===== src/rtl/serial_sub_ctrl.sv =====
// Bit-serial W-bit subtractor controller: runs one two-stage half-subtractor cell
// over the operands LSB first, one bit per clock, and reports Diff = A - B and Bor.
module serial_sub_ctrl #(
  parameter int unsigned W  = 8,
  parameter int unsigned CW = 5
) (
  input  logic         clk,
  input  logic         rst_n,
  input  logic         start,
  input  logic [W-1:0] A,
  input  logic [W-1:0] B,
  output logic         ready,
  output logic         busy,
  output logic         done,
  output logic [W-1:0] Diff,
  output logic         Bor
);

  typedef enum logic [1:0] {StIdle, StRun, StDone} state_e;

  state_e        state_q, state_d;
  logic [W-1:0]  a_q, a_d;
  logic [W-1:0]  b_q, b_d;
  logic [W-1:0]  diff_q, diff_d;
  logic [CW-1:0] cnt_q, cnt_d;
  logic          bin_q, bin_d;
  logic          bor_q, bor_d;

  logic d1, br1, d, br2, bout, last_bit;

  // Shared bit cell: two cascaded half-subtractors.
  assign d1       = a_q[0] ^ b_q[0];
  assign br1      = ~a_q[0] & b_q[0];
  assign d        = d1 ^ bin_q;
  assign br2      = ~d1 & bin_q;
  assign bout     = br1 | br2;
  assign last_bit = (cnt_q == CW'(W - 1));

  always_comb begin
    state_d = state_q;
    a_d     = a_q;
    b_d     = b_q;
    diff_d  = diff_q;
    cnt_d   = cnt_q;
    bin_d   = bin_q;
    bor_d   = bor_q;
    ready   = 1'b0;
    busy    = 1'b0;
    done    = 1'b0;

    unique case (state_q)
      StIdle, StDone: begin
        ready = 1'b1;
        done  = (state_q == StDone);
        state_d = StIdle;
        if (start) begin
          a_d     = A;
          b_d     = B;
          bin_d   = 1'b0;
          cnt_d   = '0;
          state_d = StRun;
        end
      end
      StRun: begin
        busy   = 1'b1;
        a_d    = a_q >> 1;
        b_d    = b_q >> 1;
        // LSB-first fill: after W shifts bit 0 has reached Diff[0].
        diff_d = {d, diff_q[W-1:1]};
        bin_d  = bout;
        cnt_d  = cnt_q + 1'b1;
        if (last_bit) begin
          bor_d   = bout;
          state_d = StDone;
        end
      end
      default: state_d = StIdle;
    endcase
  end

  always_ff @(posedge clk) begin
    if (!rst_n) begin
      state_q <= StIdle;
      a_q     <= '0;
      b_q     <= '0;
      diff_q  <= '0;
      cnt_q   <= '0;
      bin_q   <= 1'b0;
      bor_q   <= 1'b0;
    end else begin
      state_q <= state_d;
      a_q     <= a_d;
      b_q     <= b_d;
      diff_q  <= diff_d;
      cnt_q   <= cnt_d;
      bin_q   <= bin_d;
      bor_q   <= bor_d;
    end
  end

  assign Diff = diff_q;
  assign Bor  = bor_q;

endmodule

===== config.mk =====
export PLATFORM = sky130hd
export DESIGN_NAME = serial_sub_ctrl
export DESIGN_NICKNAME = d
export VERILOG_FILES = /design/src/rtl/serial_sub_ctrl.sv
export SDC_FILE = /design/constraint.sdc
export NUM_CORES = 1
export LEC_CHECK = 0
export ABC_AREA = 1
export CAP_MARGIN = 0
export CORE_UTILIZATION = 50
export DETAILED_ROUTE_END_ITERATION = 8
export PLACE_DENSITY = 0.77
export SYNTH_ARGS = -nofsm -noshare
export SYNTH_HDL_FRONTEND = slang
export SYNTH_SLANG_ARGS = --single-unit

===== constraint.sdc =====
create_clock -name clk -period 1.44 [get_ports clk]
set_input_delay 0.36 -clock clk [delete_from_list [all_inputs] [get_ports clk]]
set_output_delay 0.36 -clock clk [all_outputs]
set_load 0.02 [all_outputs]

==> results.json <==
{
  "cts.hold.buffers_added": 0,
  "skew_ns": 0.0113,
  "regArea_um2": 666,
  "hold_violations": 0,
  "rows": 20,
  "fill_cells": 281,
  "yosysSeqAreaShare": 0.413,
  "place_ws_ns": -0.0838,
  "rsz0062_at_grt": "no",
  "switching_power_mw": 0.568,
  "synthToLayoutAreaGrowth_pct": 28.9,
  "cts_tree": "built",
  "crit_type": "reg2out",
  "relSlewSlack": 0.839,
  "ios": 31,
  "diodes": 0,
  "period_share": 0.964,
  "timing.fmax_ghz": 0.721,
  "tns_ns": 0,
  "synth_area_leaders": "dfxtp_1, nand3_1, nor2_1",
  "synth_top_area_frac": 0.413,
  "vias_per_cell": 4.99,
  "drc": 0,
  "post_cts_buffers": 0,
  "placedCellCount": 295,
  "place.port_buffers": 30,
  "p_seq_frac": 0.501,
  "num_vias": 1513,
  "arrival_ns": 1.03,
  "p_comb_frac": 0.203,
  "antenna_found_initial": 0,
  "pwr-share-clk": 0.296,
  "status": "finished, final reports clean",
  "clk-insertion-delay-late_ns": 0.33,
  "grt_usage": 0.225,
  "cp.required_ns": 1.08,
  "switching_share": 0.282,
  "ys.warnings.count": 0,
  "setup_ws_ns": 0.0522,
  "multiInputGateArea_um2": 731,
  "vdd_drop_max_v": 0.000603,
  "syn_nets": 237,
  "dieWidth_um": 58.6,
  "grt-ovfl-total": 0,
  "fin_cells": 303,
  "cp-start-kind": "flip-flop",
  "drt-initial-drc-count": 91,
  "synth_area_per_cell_um2": 7.41,
  "syn_area_um2": 1600,
  "dp_hpwl_um": 2560,
  "postRouteAntennaNets": 0,
  "final_layout_size_suffix_gt1_frac": 0.185,
  "synth_top_area_cell": "dfxtp_1",
  "ys_types": 23,
  "power_density_nw_per_um2": 974,
  "cts_root_buf": "clkbuf_4",
  "crit_path_max_fanout": 4,
  "ys_ff_latch": 33,
  "start_util": 0.525,
  "cts_sinks": 33,
  "clkTransAtPathRegs_ns": 0.10,
  "firstDrtPassIters": 4,
  "die_y_um": 58.6,
  "cp-end-kind": "output port",
  "p_int_mw": 1.44,
  "tightest_slew_ns": 0.241,
  "layout.nets": 279,
  "first_global_vias": 1345,
  "die-area_um2": 3430,
  "gp_congestion": 0.833,
  "cts_buffers": 5,
  "wl_per_cell_um": 11.5,
  "grt_max_degree": 22,
  "routed_wirelength_um": 3500,
  "p_leak_nw": 0.897,
  "grt_pass1_wl_um": 5910,
  "coreArea_um2": 3050,
  "period_minus_slack_ns": 1.39,
  "clk_path_buf_depth": 2,
  "drv_slew": 0,
  "holdCritPathClass": "reg2reg",
  "htreeDepth": 2,
  "setup_viol": 0,
  "syn_inst": 216,
  "cap_violations": 0
}
==> registers in the layout (all words and copies together) (netlist names) <==
signal / cells
cnt_q: 5
b_q: 8
Bor: 1
state_q: 2
a_q: 8
bin_q: 1
Diff: 8
==> Yosys cell counts <==
library cell	number
buf_2	5
ha_1	1
buf_12	1
dfxtp_1	33
buf_4	1
a21oi_2	5
o21ai_1	5
nand2_1	28
clkbuf_2	1
fa_1	1
o21ai_0	6
nand3_1	45
inv_1	21
nand3_2	5
nand2_2	2
nor2_1	29
clkbuf_1	1
a21oi_1	16
inv_4	1
inv_2	2
buf_6	5
nor2_4	1
nand4_1	1
==> through the flow <==
stage | area, µm² | hold WS (ns) | util | power [mW]
floorplan | 1600 | 0.447 | - | 1.28
global placement | 2010 | 0.462 | 0.657 | 1.44
detailed placement | 2010 | 0.467 | 0.657 | 1.45
CTS | 2060 | 0.482 | 0.673 | 2.02
global route | 2060 | 0.499 | 0.676 | 2.12
finish | 2060 | 0.477 | 0.676 | 2.01
==> cell families (layout without fill, tap and decap cells) <==
kind of cell / Yosys count / after routing / share of synthesized area
and+or+nand+nor: 111 / 111 / 0.324
adders and majority gates: 2 / 2 / 0.0203
buffers and inverters: 38 / 81 / 0.131
DFF: 33 / 33 / 0.412
AOI/OAI and AO/OA: 32 / 32 / 0.112
==> metal layers <==
| layer | GRT usage | vias to the layer above | wire, µm |
|---|---|---|---|
| li1 | - | 784 | - |
| met1 | 0.287 | 695 | 1650 |
| met2 | 0.381 | 28 | 1670 |
| met3 | 0.0484 | 6 | 123 |
| met4 | 0.0714 | 0 | 50 |
| met5 | 0 | - | 0 |
==> layout by cell type (no fill, tap or decap) <==
cell / instances
ha_1: 1
clkbuf_4: 5
nand3_2: 5
nand2_2: 2
clkbuf_8: 2
dlygate4sd2_1: 4
buf_12: 2
buf_4: 18
dfxtp_1: 31
fa_1: 1
inv_4: 1
dfxtp_2: 1
nand2_1: 28
a21oi_2: 5
nand3_1: 45
clkinv_2: 1
inv_2: 2
o21ai_0: 6
nand4_1: 1
nor2_4: 1
inv_1: 21
a21oi_1: 16
dfxtp_4: 1
buf_2: 2
clkdlybuf4s50_1: 18
o21ai_1: 5
clkdlybuf4s15_1: 5
nor2_1: 29
==> what timing repair did <==
item | in CTS | in global routing
resized for setup | 24 | 6
cloned | 0 | 0
endpoints found under the hold margin | 0 | 0
endpoints found under the setup margin | 12 | 6
==> final cells by class <==
| class | count | area share |
|---|---|---|
| Tap cell | 44 | 0.0267 |
| Inverter | 24 | 0.0448 |
| Multi-Input combinational cell | 145 | 0.354 |
| Clock buffer | 7 | 0.0315 |
| Sequential cell | 33 | 0.322 |
| Timing Repair Buffer | 49 | 0.218 |
| Clock inverter | 1 | 0.00242 |
==> critical path, stage by stage, from the launching register on <==
cell	delay (ns)
dfxtp_4	0.38
inv_4	0.05
buf_4	0.12
buf_4	0.15
==> path summary, 6_finish.rpt <==
| path | startpoint | to | slack, ns | cells after the start |
|---|---|---|---|---|
| worst max-delay path | state_q[0] | ready | 0.05 | 3 |
| worst min-delay path | bin_q | bin_q | 0.48 | 2 |
| worst max register to register | cnt_q[0] | Bor | 0.20 | 6 |
| worst min register to register | bin_q | bin_q | 0.48 | 2 |
==> power groups by stage <==
stage / registers, mW / logic, mW / clock network (mW)
after floorplan: 1.04 / 0.237 / 0
after global placement: 1.03 / 0.415 / 0
after detailed placement: 1.03 / 0.422 / 0
after CTS: 1.01 / 0.405 / 0.609
after global routing: 1.02 / 0.448 / 0.660
final: 1.01 / 0.408 / 0.596
Power figures use the tool's default switching activity.
